File: config.mk
export PLATFORM = sky130hd
export DESIGN_NAME = sprite_motion_engine
export DESIGN_NICKNAME = d
export VERILOG_FILES = /design/src/rtl/sprite_motion_engine.sv
export SDC_FILE = /design/constraint.sdc
export NUM_CORES = 1
export LEC_CHECK = 0
export CORE_ASPECT_RATIO = 0.6
export CORE_MARGIN = 5
export CORE_UTILIZATION = 30
export CTS_BUF_LIST = sky130_fd_sc_hd__clkbuf_8
export DETAILED_ROUTE_END_ITERATION = 7
export GPL_ROUTABILITY_DRIVEN = 0
export PLACE_DENSITY = 0.42
export SYNTH_ARGS = -nofsm -noshare
export SYNTH_HDL_FRONTEND = slang
export SYNTH_SLANG_ARGS = --single-unit
File: constraint.sdc
create_clock -name clk -period 40.6 [get_ports clk]
set_input_delay 4.06 -clock clk [delete_from_list [all_inputs] [get_ports clk]]
set_output_delay 4.06 -clock clk [all_outputs]
set_load 0.05 [all_outputs]
File: src/rtl/sprite_motion_engine.sv
// -----------------------------------------------------------------------------
// sprite_motion_engine
//   Position engine for one moving object (enemy / bouncing sprite) in the
//   640x480 arena. A private divider produces a motion tick every TICK_DIV
//   clocks; on each tick the sprite bounces off the player (axis-aligned box
//   overlap, reflect away with a saturating speed-up) and then off the arena
//   walls (reflect and clamp).
//
//   Build option: define SPRITE_HIT_COOLDOWN_EN to ignore player overlap for
//   COOLDOWN_TICKS ticks after each hit. Without it every overlapping tick is
//   a hit.
//
// Ports
//   clk        system clock
//   rst        synchronous, active-high reset
//   gamemenu   menu state   (menu alone -> reload start values every clk)
//   gamerun    run state    (run alone  -> divider runs, motion updates)
//   gamepause  pause state  (any other mode combination freezes everything)
//   aX, aY     player centre
//   aR         player half-size
//   x, y       sprite centre
//   vx, vy     signed sprite velocity, W+1 bits
//   collide    one-clk pulse on a player hit
//   hit_count  hits since menu/reset, saturates at 255
// -----------------------------------------------------------------------------
module sprite_motion_engine #(
    parameter int W              = 10,
    parameter int X_INIT         = 160,
    parameter int Y_INIT         = 120,
    parameter int VX_INIT        = -20,
    parameter int VY_INIT        = -20,
    parameter int HALF           = 10,
    parameter int X_MIN          = 15,
    parameter int X_MAX          = 626,
    parameter int Y_MIN          = 15,
    parameter int Y_MAX          = 466,
    parameter int TICK_DIV       = 100000000,
    parameter int V_STEP         = 2,
    parameter int V_MAX          = 40,
    parameter int COOLDOWN_TICKS = 3
) (
    input  logic                clk,
    input  logic                rst,
    input  logic                gamemenu,
    input  logic                gamerun,
    input  logic                gamepause,
    input  logic [W-1:0]        aX,
    input  logic [W-1:0]        aY,
    input  logic [W-1:0]        aR,
    output logic [W-1:0]        x,
    output logic [W-1:0]        y,
    output logic signed [W:0]   vx,
    output logic signed [W:0]   vy,
    output logic                collide,
    output logic [7:0]          hit_count
);

    // Three extra bits keep edge maths (x-HALF, aX+aR, ...) free of wrap.
    localparam int IW = W + 3;
    localparam int CW = (TICK_DIV > 1) ? $clog2(TICK_DIV) : 1;
    localparam logic [CW-1:0] TICK_LAST = CW'(TICK_DIV - 1);

`ifdef SPRITE_HIT_COOLDOWN_EN
    localparam bit CD_EN = 1'b1;
`else
    localparam bit CD_EN = 1'b0;
`endif
    // With the feature off the cooldown counter is only ever loaded with 0.
    localparam int CDW     = (COOLDOWN_TICKS > 0) ? $clog2(COOLDOWN_TICKS + 1) : 1;
    localparam int CD_LOAD = CD_EN ? COOLDOWN_TICKS : 0;

    localparam logic [W-1:0]         X0     = W'(X_INIT);
    localparam logic [W-1:0]         Y0     = W'(Y_INIT);
    localparam logic signed [W:0]    VX0    = (W+1)'(VX_INIT);
    localparam logic signed [W:0]    VY0    = (W+1)'(VY_INIT);
    localparam logic signed [IW-1:0] HALF_S = IW'(HALF);
    localparam logic signed [IW-1:0] XMIN_S = IW'(X_MIN);
    localparam logic signed [IW-1:0] XMAX_S = IW'(X_MAX);
    localparam logic signed [IW-1:0] YMIN_S = IW'(Y_MIN);
    localparam logic signed [IW-1:0] YMAX_S = IW'(Y_MAX);
    localparam logic signed [IW-1:0] STEP_S = IW'(V_STEP);
    localparam logic signed [IW-1:0] VMAX_S = IW'(V_MAX);

    function automatic logic signed [IW-1:0] absV(input logic signed [IW-1:0] v);
        return v[IW-1] ? -v : v;
    endfunction

    function automatic logic signed [IW-1:0] minS(input logic signed [IW-1:0] a,
                                                  input logic signed [IW-1:0] b);
        return (a < b) ? a : b;
    endfunction

    // Point the velocity away from the player; equal centres just flip it.
    function automatic logic signed [IW-1:0] reflect(input logic signed [IW-1:0] v,
                                                     input logic signed [IW-1:0] s,
                                                     input logic signed [IW-1:0] p);
        if (s > p)      return absV(v);
        else if (s < p) return -absV(v);
        else            return -v;
    endfunction

    function automatic logic signed [IW-1:0] speedUp(input logic signed [IW-1:0] v);
        logic signed [IW-1:0] mag;
        if (v == '0) return '0;
        mag = absV(v) + STEP_S;
        if (mag > VMAX_S) mag = VMAX_S;
        return v[IW-1] ? -mag : mag;
    endfunction

    logic [CW-1:0]         tickCnt;
    logic [CDW-1:0]        coolCnt;
    logic                  isMenu, isRun;
    logic                  overlapX, overlapY, hit, reflX, reflY;
    logic signed [IW-1:0]  sx, sy, px, py, pr, vxE, vyE;
    logic signed [IW-1:0]  penX, penY, vxR, vyR, vxS, vyS, nx, ny;
    logic signed [IW-1:0]  xNext, yNext, vxNext, vyNext;

    assign isMenu = gamemenu & ~gamerun & ~gamepause;
    assign isRun  = ~gamemenu & gamerun & ~gamepause;

    always_comb begin
        sx  = $signed({3'b000, x});
        sy  = $signed({3'b000, y});
        px  = $signed({3'b000, aX});
        py  = $signed({3'b000, aY});
        pr  = $signed({3'b000, aR});
        vxE = {{2{vx[W]}}, vx};
        vyE = {{2{vy[W]}}, vy};

        // Strict overlap: boxes that only touch are not a hit.
        overlapX = (px - pr < sx + HALF_S) && (sx - HALF_S < px + pr);
        overlapY = (py - pr < sy + HALF_S) && (sy - HALF_S < py + pr);
        hit      = overlapX && overlapY && (coolCnt == '0);

        penX  = minS(px + pr - (sx - HALF_S), sx + HALF_S - (px - pr));
        penY  = minS(py + pr - (sy - HALF_S), sy + HALF_S - (py - pr));
        reflX = hit && (penX <= penY);
        reflY = hit && (penY <= penX);

        vxR = reflX ? reflect(vxE, sx, px) : vxE;
        vyR = reflY ? reflect(vyE, sy, py) : vyE;
        vxS = hit ? speedUp(vxR) : vxR;
        vyS = hit ? speedUp(vyR) : vyR;

        nx = sx + vxS;
        if (nx - HALF_S < XMIN_S) begin
            xNext  = XMIN_S + HALF_S;
            vxNext = absV(vxS);
        end else if (nx + HALF_S > XMAX_S) begin
            xNext  = XMAX_S - HALF_S;
            vxNext = -absV(vxS);
        end else begin
            xNext  = nx;
            vxNext = vxS;
        end

        ny = sy + vyS;
        if (ny - HALF_S < YMIN_S) begin
            yNext  = YMIN_S + HALF_S;
            vyNext = absV(vyS);
        end else if (ny + HALF_S > YMAX_S) begin
            yNext  = YMAX_S - HALF_S;
            vyNext = -absV(vyS);
        end else begin
            yNext  = ny;
            vyNext = vyS;
        end
    end

    always_ff @(posedge clk) begin
        if (rst || isMenu) begin
            x         <= X0;
            y         <= Y0;
            vx        <= VX0;
            vy        <= VY0;
            tickCnt   <= '0;
            coolCnt   <= '0;
            collide   <= 1'b0;
            hit_count <= 8'd0;
        end else if (isRun) begin
            if (tickCnt == TICK_LAST) begin
                tickCnt <= '0;
                x       <= xNext[W-1:0];
                y       <= yNext[W-1:0];
                vx      <= vxNext[W:0];
                vy      <= vyNext[W:0];
                collide <= hit;
                if (hit && hit_count != 8'hFF)
                    hit_count <= hit_count + 8'd1;
                if (hit)
                    coolCnt <= CDW'(CD_LOAD);
                else if (coolCnt != '0)
                    coolCnt <= coolCnt - 1'b1;
            end else begin
                tickCnt <= tickCnt + 1'b1;
                collide <= 1'b0;
            end
        end else begin
            collide <= 1'b0;
        end
    end

endmodule

=== Yosys cells after proc, flatten, opt, wreduce, memory -nomap -nowiden ===
Cells that the tools add are included.

* Flip-flop bits (word level): 80
* Bits of input ports: 35
* Output and inout port bits: 51
* Logic and storage cells: 128

* Add/sub/neg operators: 35
* Order comparisons: 18
* Equal/unequal tests: 2
* Muxes and demuxes: 39
* Bitwise operators: 9
* Reduce and logical (&&, ||, !) cells: 17

{| class="wikitable"
|+ Operators with widths
! kind !! number
|-
| 2-to-1 mux 13 bit || 24
|-
| negator 13 bit || 6
|-
| 2-to-1 mux 11 bit || 6
|-
| subtractor 12 x 11 -> 13 bit || 4
|-
| less-than comparator 11 x 12 -> 1 bit || 4
|-
| negator 11 bit || 4
|-
| 2-to-1 mux 10 bit || 4
|-
| adder 27 x 1 -> 27 bit (second input constant) || 1
|-
| equality test 27 bit (second input constant) || 1
|-
| 2-to-1 mux 27 bit || 1
|-
| adder 11 x 13 -> 13 bit || 2
|-
| adder 13 x 3 -> 13 bit (second input constant) || 2
|-
| adder 13 x 5 -> 13 bit (second input constant) || 2
|-
| greater-than comparator 13 x 7 -> 1 bit (second input constant) || 2
|-
| <= comparator 13 bit || 2
|-
| logical NOT 13 bit || 2
|-
| less-than comparator 13 bit || 2
|-
| less-than comparator 13 x 5 -> 1 bit (second input constant) || 2
|-
| negator 11 -> 13 bit || 2
|-
| subtractor 13 x 5 -> 13 bit (second input constant) || 2
|-
| adder 10 x 10 -> 11 bit || 2
|-
| adder 10 x 4 -> 11 bit (second input constant) || 2
|-
| subtractor 10 x 10 -> 11 bit || 2
|-
| subtractor 10 x 4 -> 11 bit (second input constant) || 2
|-
| 18 further kinds || 37
|}

=== Depth between registers and ports, before layout ===
Gate-level depths: netlist of the first run.

* Depth after elaboration: 22
* Mapped depth: 84
* Gate-level depth less buffers: 79

=== Least setup slack after synthesis of the first run ===
Ideal clock, no wire load.

* Kind: input-to-reg
* From: in aX[0]
* To: reg vy[7]
* Library setup time: 0.120 ns
* Arrival time: 17.744 ns
* Data required time: 40.480 ns
* Setup slack: 22.736 ns
* Stages on the path: 67
* Buffers on the path: 4
* Path through: inv_1 -> ha_1 -> inv_1 -> fa_1 -> a21o_1 -> a21oi_1 -> o21ai_1 -> a2111o_1 -> a221oi_2 -> inv_1 -> ha_1 -> o211ai_1 -> o211a_1 -> xnor2_1 -> ha_1 -> a2111oi_0 -> a21oi_1 -> clkbuf_1 -> [31 not listed] -> a21oi_1 -> xnor2_1 -> nor2_1 -> o21ai_0 -> o21ai_0 -> a2111oi_0 -> a21oi_1 -> nor2_1 -> nor2_1 -> a21oi_1 -> nor2_1 -> a211o_1 -> and2_1 -> buf_6 -> or3_1 -> o21ai_1 -> a221oi_1 -> a211o_1

* Longest elaborated chain between the ends: 22
* Elaborated cells between the ends (all ways): 36
* Those cells by class: add/sub (12); order compare (7); mux (12); reduce/logical (5)

{| class="wikitable"
|+ Ends and longest elaborated chain
! item !! line !! source
|-
| from (decl) || 47 || <nowiki>input logic [W-1:0] aX,</nowiki>
|-
| adder 10 x 10 -> 11 bit / subtractor 10 x 10 -> 11 bit (equally long branches) || 131, 135 ||
|-
| subtractor 12 x 11 -> 13 bit / less-than comparator 11 x 12 -> 1 bit (equally long branches) || 135, 131 ||
|-
| less-than comparator 13 bit / logical AND 1 bit (equally long branches) || 90, 131 ||
|-
| 2-to-1 mux 13 bit / logical AND 1 bit (equally long branches) || 90, 133 ||
|-
| <= comparator 13 bit / logical AND 1 bit (equally long branches) || 138, 133 ||
|-
| logical AND 1 bit || 138 || <nowiki>reflY = hit && (penY <= penX);</nowiki>
|-
| 2-to-1 mux 13 bit || 141 || <nowiki>vyR = reflY ? reflect(vyE, sy, py) : vyE;</nowiki>
|-
| negator 13 bit || 85 || <nowiki>return v[IW-1] ? -v : v;</nowiki>
|-
| [6 not listed] || n/a ||
|-
| 2-to-1 mux 13 bit || 107 || <nowiki>return v[IW-1] ? -mag : mag;</nowiki>
|-
| 2-to-1 mux 13 bit || 105 || <nowiki>mag = absV(v) + STEP_S;</nowiki>
|-
| 2-to-1 mux 13 bit * || 143 || <nowiki>vyS = hit ? speedUp(vyR) : vyR;</nowiki>
|-
| adder 11 x 13 -> 13 bit / negator 11 bit (equally long branches) || 157, 85 ||
|-
| adder 13 x 5 -> 13 bit / 2-to-1 mux 11 bit (equally long branches) || 161, 85 ||
|-
| greater-than comparator 13 x 10 -> 1 bit / negator 11 bit (equally long branches) || 161, 163 ||
|-
| 2-to-1 mux 11 bit || 161 || <nowiki>end else if (ny + HALF_S > YMAX_S) begin</nowiki>
|-
| 2-to-1 mux 11 bit * || 158 || <nowiki>if (ny - HALF_S < YMIN_S) begin</nowiki>
|-
| to (signal assigned) || 186 || <nowiki>vy <= vyNext[W:0];</nowiki>
|-
| to (decl) || 53 || <nowiki>output logic signed [W:0] vy,</nowiki>
|}

Mark *: on every way between the ends. The rest lies on a longest branch, timed or not. The select of a mux whose other input is x is not followed.
A chain may end at the register's enable or synchronous reset.

=== Worst setup path after layout of the first run ===
* From: in aR[1]
* To: reg vy[7]

* Longest elaborated chain between the ends: 22
* Elaborated cells between the ends (all ways): 45
* Those cells by class: add/sub (16); order compare (10); mux (13); reduce/logical (6)

{| class="wikitable"
|+ Ends and longest elaborated chain
! item !! line !! source
|-
| from (decl) || 49 || <nowiki>input logic [W-1:0] aR,</nowiki>
|-
| adder 10 x 10 -> 11 bit (tied with other cells) || 132, 136 ||
|-
| subtractor 12 x 11 -> 13 bit (tied with other cells) || 136 || <nowiki>penY = minS(py + pr - (sy - HALF_S), sy + HALF_S - (py - pr));</nowiki>
|-
| less-than comparator 13 bit (tied with other cells) || 90 || <nowiki>return (a < b) ? a : b;</nowiki>
|-
| 2-to-1 mux 13 bit / logical AND 1 bit (equally long branches) || 90, 133 ||
|-
| <= comparator 13 bit / logical AND 1 bit (equally long branches) || 138, 133 ||
|-
| logical AND 1 bit || 138 ||
|-
| 2-to-1 mux 13 bit || 141 ||
|-
| negator 13 bit || 85 ||
|-
| [6 not listed] || n/a ||
|-
| 2-to-1 mux 13 bit || 107 ||
|-
| 2-to-1 mux 13 bit || 105 ||
|-
| 2-to-1 mux 13 bit * || 143 ||
|-
| adder 11 x 13 -> 13 bit / negator 11 bit (equally long branches) || 157, 85 ||
|-
| adder 13 x 5 -> 13 bit / 2-to-1 mux 11 bit (equally long branches) || 161, 85 ||
|-
| greater-than comparator 13 x 10 -> 1 bit / negator 11 bit (equally long branches) || 161, 163 ||
|-
| 2-to-1 mux 11 bit || 161 ||
|-
| 2-to-1 mux 11 bit * || 158 ||
|}

Marks and branches as above.

==> results of run 1 <==
metal layers:
layer | up-vias | wire length, um
li1 | 8971 | -
met3 | 50 | 7780
met2 | 761 | 25000
met1 | 8889 | 39700
met5 | - | 0
met4 | 0 | 944
worst paths after layout:
kind / cells after the start / from / slack (ns) / to
worst max-delay path: 67 / aR[1] / 19.45 / vy[7]$_SDFFE_PP1P_
worst min-delay path: 2 / coolCnt[1]$_SDFFE_PP0P_ / 0.47 / coolCnt[1]$_SDFFE_PP0P_
worst max register to register: 64 / x[1]$_SDFFE_PP0P_ / 23.62 / vy[7]$_SDFFE_PP1P_
worst min register to register: 2 / coolCnt[1]$_SDFFE_PP0P_ / 0.47 / coolCnt[1]$_SDFFE_PP0P_
per-stage QoR:
step           instances  area (sq um)  util, %
6_report            3241         19400     33.7
5_1_grt             3241         19400     33.7
4_1_cts             3241         19400     33.7
3_5_place_dp        3225         19200     33.2
3_3_place_gp        3225         19200     33.2
2_1_floorplan       2437         17500        -
layout make-up:
cell class | instances | area (sq um) | share of cell area (%)
tap | 770 | 963 | 4.96
inverter | 155 | 582 | 3.00
multi-input combinational | 2096 | 14900 | 76.7
clock inverter | 7 | 111 | 0.574
timing repair buffer | 124 | 1140 | 5.89
clock buffer | 9 | 124 | 0.638
sequential | 80 | 1600 | 8.25
layout by cell type, fill, tap and decap left out, drive strengths merged, types with 27 or more instances in the layout:
cell type / count
nand2b: 36
dfxtp: 80
a21o: 51
o21ai: 140
nand4: 37
xor2: 99
nand2: 163
a211oi: 28
o31ai: 27
inv: 157
nor4: 41
a21oi: 200
clkdlybuf4s50: 85
or3: 36
o21bai: 33
mux2i: 42
and3: 29
nor2b: 27
nor2: 267
ha: 196
and2: 28
nor3: 77
nand3: 78
xnor2: 138
buf: 39
power groups by stage:
| stage | combinational (mW) | sequential (mW) | clock, mW |
|---|---|---|---|
| global placement | 0.847 | 0.0803 | 0 |
| finish | 0.876 | 0.0785 | 0.0729 |
| CTS | 0.856 | 0.0785 | 0.0770 |
| detailed placement | 0.850 | 0.0803 | 0 |
| floorplan | 0.643 | 0.0804 | 0 |
| global route | 0.955 | 0.0786 | 0.0791 |
kinds of logic (layout without fill, tap and decap cells):
| group | Yosys count | in the layout |
|---|---|---|
| and+or+nand+nor | 896 | 896 |
| buffers and inverters | 261 | 295 |
| adders and majority gates | 207 | 207 |
| AOI/OAI and AO/OA | 703 | 703 |
| xor gates and xnor gates | 237 | 237 |
| DFF | 80 | 80 |
| muxes | 53 | 53 |
flip-flops by register name, indices dropped and copies added (netlist names):
name,count
tickCnt,27
vx,11
vy,11
x,10
y,10
hit_count,8
coolCnt,2
collide,1
tightest hold or removal path, delay by kind of cell (launching register included):
kind | cells | cell delay (ns)
and+or+nand+nor | 2 | 0.09
DFF | 1 | 0.35
==> impl_metrics.ini, run 1 <==
[setup_path]
crit_slowest_cell = clkdlybuf4s50_1
crit_path_start_kind = input port
crit_path_max_incr_delay_ns = 0.73
cp.arrival_ns = 21.44
critPathTopFamily = compound AO/OA/AOI/OAI gates
crit_buf_inv = 5
path_class = input port to register
crit_required_ns = 40.89
worstPathMaxFanout = 14
crit_top_cell = a21oi_1
end_kind = register

[cells_and_area]
diodes = 0
fill_cells = 6208
finalNetCount = 2707
syn_to_final_growth_pct = 10.7
drive_gt1_share_pct = 6.64

[die]
dieArea_sq_um = 63600
ios = 86
die-width_um = 322
die_height_um = 197
rows = 68
core_sq_um = 57700
initial_core_util_pct = 30.4

[power_and_ir_drop]
p_comb_share_pct = 85.3
pwr-share-seq_pct = 7.6
p_leak_nw = 7.90
peakVddDrop_mv = 0.0504
p_int_mw = 0.413
p_per_area_nw_per_um2 = 52.9
power_frac_clock_pct = 7.1
p_switching_mw = 0.615
finalPower_mw = 1.03
power.share.switching_pct = 59.9

[clocking]
htreeDepth = 3
cts_resized = 0
post_cts_buffers = 0
tritoncts = done
insertion_delay_ns = 0.40
clk_pin_slew_ns = 0.10
clockBufferDepth = 2
cts_buffers = 9
root_buffer = clkbuf_8
clock_sinks = 80
ctsHoldBuffers = 0

[synthesis]
synth.distinct_cells = 127
synthSimpleGateAreaFrac_pct = 26.8
synth_mux_area_share_pct = 3.20
synth_xor_area_share_pct = 12.0
yosysTopAreaCell = ha_1
synth_commonest_cells = nor2_1, ha_1, a21oi_1
synth_compound_area_share_pct = 27.8
synth_most_common_cell = nor2_1
syn_area_sq_um = 17500
ys_async_sr_fraction_pct = 0
syn_area_per_cell_sq_um = 7.20
synth.area.top_cells = ha_1, dfxtp_1, xnor2_1
ys_seq_area_share_pct = 9.13
syn-num-nets = 2678
synthCells = 2437
yosys.area_share.adder_pct = 15.2
synth_top_family_by_area = compound AO/OA/AOI/OAI gates
synth_seq_cells = 80
yosysWarnings = 0
synth_top_area_share_pct = 14.0
ys.flop_type = dfxtp_1
synth_edf_count = 0

[drt]
wl_per_cell_um = 22.7
initialDrtViolationCount = 2123
vias_per_cell = 5.76
vias = 18700
drt_pre_antenna_iters = 5
wirelength_um = 73400
drt.antenna.violating_nets = 0
drc = 0

[sta]
rsz0062_at_grt = no
maxSlewViolCount = 0
finalSetupTns_ns = 0
tightest_slew_ns = 1.31
setup_ws_ns = 19.45
skew_ns = 0.0160
post-route-min-period_ns = 21.15
final-setup-viol-count = 0
fmax_mhz = 47.3
hold_ws_ns = 0.473
finalHoldViolCount = 0
post-route-period-util_pct = 52.1
max-slew-margin-rel_pct = 11.8

[global_routing]
grt.met1_usage_pct = 36.7
grt_pass1_vias = 17000
grt_use_total_pct = 22.1
use_met3_pct = 6.76
grt.overflow.total = 0
grt_antenna_before_repair = 2
grt_max_degree = 42
grt_busiest_layer = met1
grt_pass1_wl_um = 109000
met2_usage_pct = 27.0

[place]
hpwl_um = 60200
portBuffers = 85
pre_cts_slack_ns = 19.48

[min_path]
hold_class = register to register

[job]
drv_cap = 0

[run_status]
status = finished clean
Power figures use the tool's default switching activity.
==> run 2, diff against run 1 <==
- clock period: 40.6 -> 20.5 ns (I/O delays scaled with it)
==> run 2 against run 1 <==
Against the previous run: count of clock-buffer cells in the layout did not move; register-to-register slack got worse by 20 ns; utilization barely moved; highest routed layer unchanged.
==> impl_metrics.ini, run 2 (synthesis results as in run 1) <==
[run_status]
status = finished clean

[setup_path]
path_class = input port to register
ff2ff_path_depth = 65
reg2reg_from = x[1]$_SDFFE_PP0P_
rrSetupSlack_ns = 3.51
crit_path_max_incr_delay_ns = 0.72
endpoint = vy[7]$_SDFFE_PP1P_
crit_required_ns = 20.82
crit_path_start_kind = input port
end_kind = register
r2r_end = vy[7]$_SDFFE_PP1P_
cp-startpoint = aR[1]
worstPathMaxFanout = 16
cp.arrival_ns = 19.54
crit_slowest_cell = clkdlybuf4s50_1

[job]
drv_cap = 0

[clocking]
htreeDepth = 3
cts_resized = 0
cts_buffers = 9
clk_pin_slew_ns = 0.11
ctsHoldBuffers = 0
insertion_delay_ns = 0.43
root_buffer = clkbuf_8
tritoncts = done
post_cts_buffers = 0
clockBufferDepth = 2
clock_sinks = 80

[drt]
wl_per_cell_um = 22.7
drt.antenna.violating_nets = 0
vias_per_cell = 5.77
drt_pre_antenna_iters = 6
drc = 0
vias = 18700
wirelength_um = 73700
initialDrtViolationCount = 1921

[sta]
fmax_mhz = 52.0
final-setup-viol-count = 0
skew_ns = 0.0206
maxSlewViolCount = 0
finalSetupTns_ns = 0
finalHoldViolCount = 0
hold_ws_ns = 0.490
rsz0062_at_grt = no
tightest_slew_ns = 1.27
post-route-min-period_ns = 19.22
post-route-period-util_pct = 93.8
max-slew-margin-rel_pct = 14.8

[die]
ios = 86
initial_core_util_pct = 30.4
die-width_um = 322
die_height_um = 197
dieArea_sq_um = 63600
rows = 68
core_sq_um = 57700

[global_routing]
grt_use_total_pct = 22.3
grt_pass1_wl_um = 110000
grt_max_degree = 42
grt_antenna_before_repair = 0
grt.overflow.total = 0
grt_pass1_vias = 16900

[cells_and_area]
largest_reg_flops = 27
seq_area_sq_um = 1600
drive_gt1_share_pct = 6.83
multi_input_area_sq_um = 14900
diodes = 0
largest-register = tickCnt
syn_to_final_growth_pct = 10.7
fill_cells = 6183
largestRegisters = tickCnt: 27 flops, vx: 11 flops, vy: 11 flops
mostFrequentLayoutCells = nor2_1, ha_1, a21oi_1, nand2_1, inv_1
finalNetCount = 2712
layout_commonest_cell = nor2_1

[power_and_ir_drop]
p_per_area_nw_per_um2 = 104
peakVddDrop_mv = 0.0629
p_leak_nw = 7.91

[min_path]
hold_class = register to register

[place]
hpwl_um = 60400
portBuffers = 85
[run 2: how the worst min path moves through the flow]
stage | start | end | slack [ns] | depth (start not counted)
2_1_floorplan | coolCnt[1]$_SDFFE_PP0P_ | coolCnt[1]$_SDFFE_PP0P_ | 0.42 | 2
3_3_place_gp | coolCnt[1]$_SDFFE_PP0P_ | coolCnt[1]$_SDFFE_PP0P_ | 0.47 | 2
3_5_place_dp | coolCnt[1]$_SDFFE_PP0P_ | coolCnt[1]$_SDFFE_PP0P_ | 0.47 | 2
4_1_cts | coolCnt[1]$_SDFFE_PP0P_ | coolCnt[1]$_SDFFE_PP0P_ | 0.49 | 2
5_1_grt | coolCnt[1]$_SDFFE_PP0P_ | coolCnt[1]$_SDFFE_PP0P_ | 0.50 | 2
6_report | coolCnt[1]$_SDFFE_PP0P_ | coolCnt[1]$_SDFFE_PP0P_ | 0.49 | 2
[run 2: layer usage]
| metal | vias up | GRT usage, % | share of wire (%) |
|---|---|---|---|
| li1 | 8952 | - | - |
| met4 | 0 | 2.64 | 0.89 |
| met1 | 8941 | 38.7 | 56 |
| met5 | - | 0 | 0 |
| met3 | 57 | 4.18 | 8.4 |
| met2 | 769 | 27.2 | 35 |
[run 2: through the flow]
step / std cells / area (sq um) / util (%) / setup WS, ns / power, mW
after global routing: 3246 / 19400 / 33.7 / 0.189 / 2.19
final: 3246 / 19400 / 33.7 / 1.28 / 2.03
after floorplan: 2437 / 17500 / - / 4.65 / 1.43
after detailed placement: 3230 / 19200 / 33.3 / 1.40 / 1.85
after CTS: 3246 / 19400 / 33.7 / 1.80 / 1.99
after global placement: 3230 / 19200 / 33.3 / 1.66 / 1.83
[run 2: final cells by class]
class,instances,share of cell area (%)
Multi-Input combinational cell,2096,76.6
Clock inverter,7,0.444
Tap cell,770,4.96
Sequential cell,80,8.24
Clock buffer,9,0.638
Inverter,155,3.00
Timing Repair Buffer,129,6.08
[run 2: power by group]
| group | internal, mW | switching [mW] | leakage [nW] |
|---|---|---|---|
| sequential | 0.155 | 0.000116 | 0.645 |
| combinational | 0.594 | 1.14 | 7.16 |
| clock | 0.0590 | 0.0770 | 0.104 |
| total | 0.809 | 1.22 | 7.91 |
[run 2: worst max-delay path: cells and delay by family]
kind	cells	cell delay, ns
adders and majority gates	8	2.74
xor gates and xnor gates	2	0.88
and+or+nand+nor	15	3.26
muxes	1	0.35
AOI/OAI and AO/OA	31	8.42
buffers and inverters	7	1.76
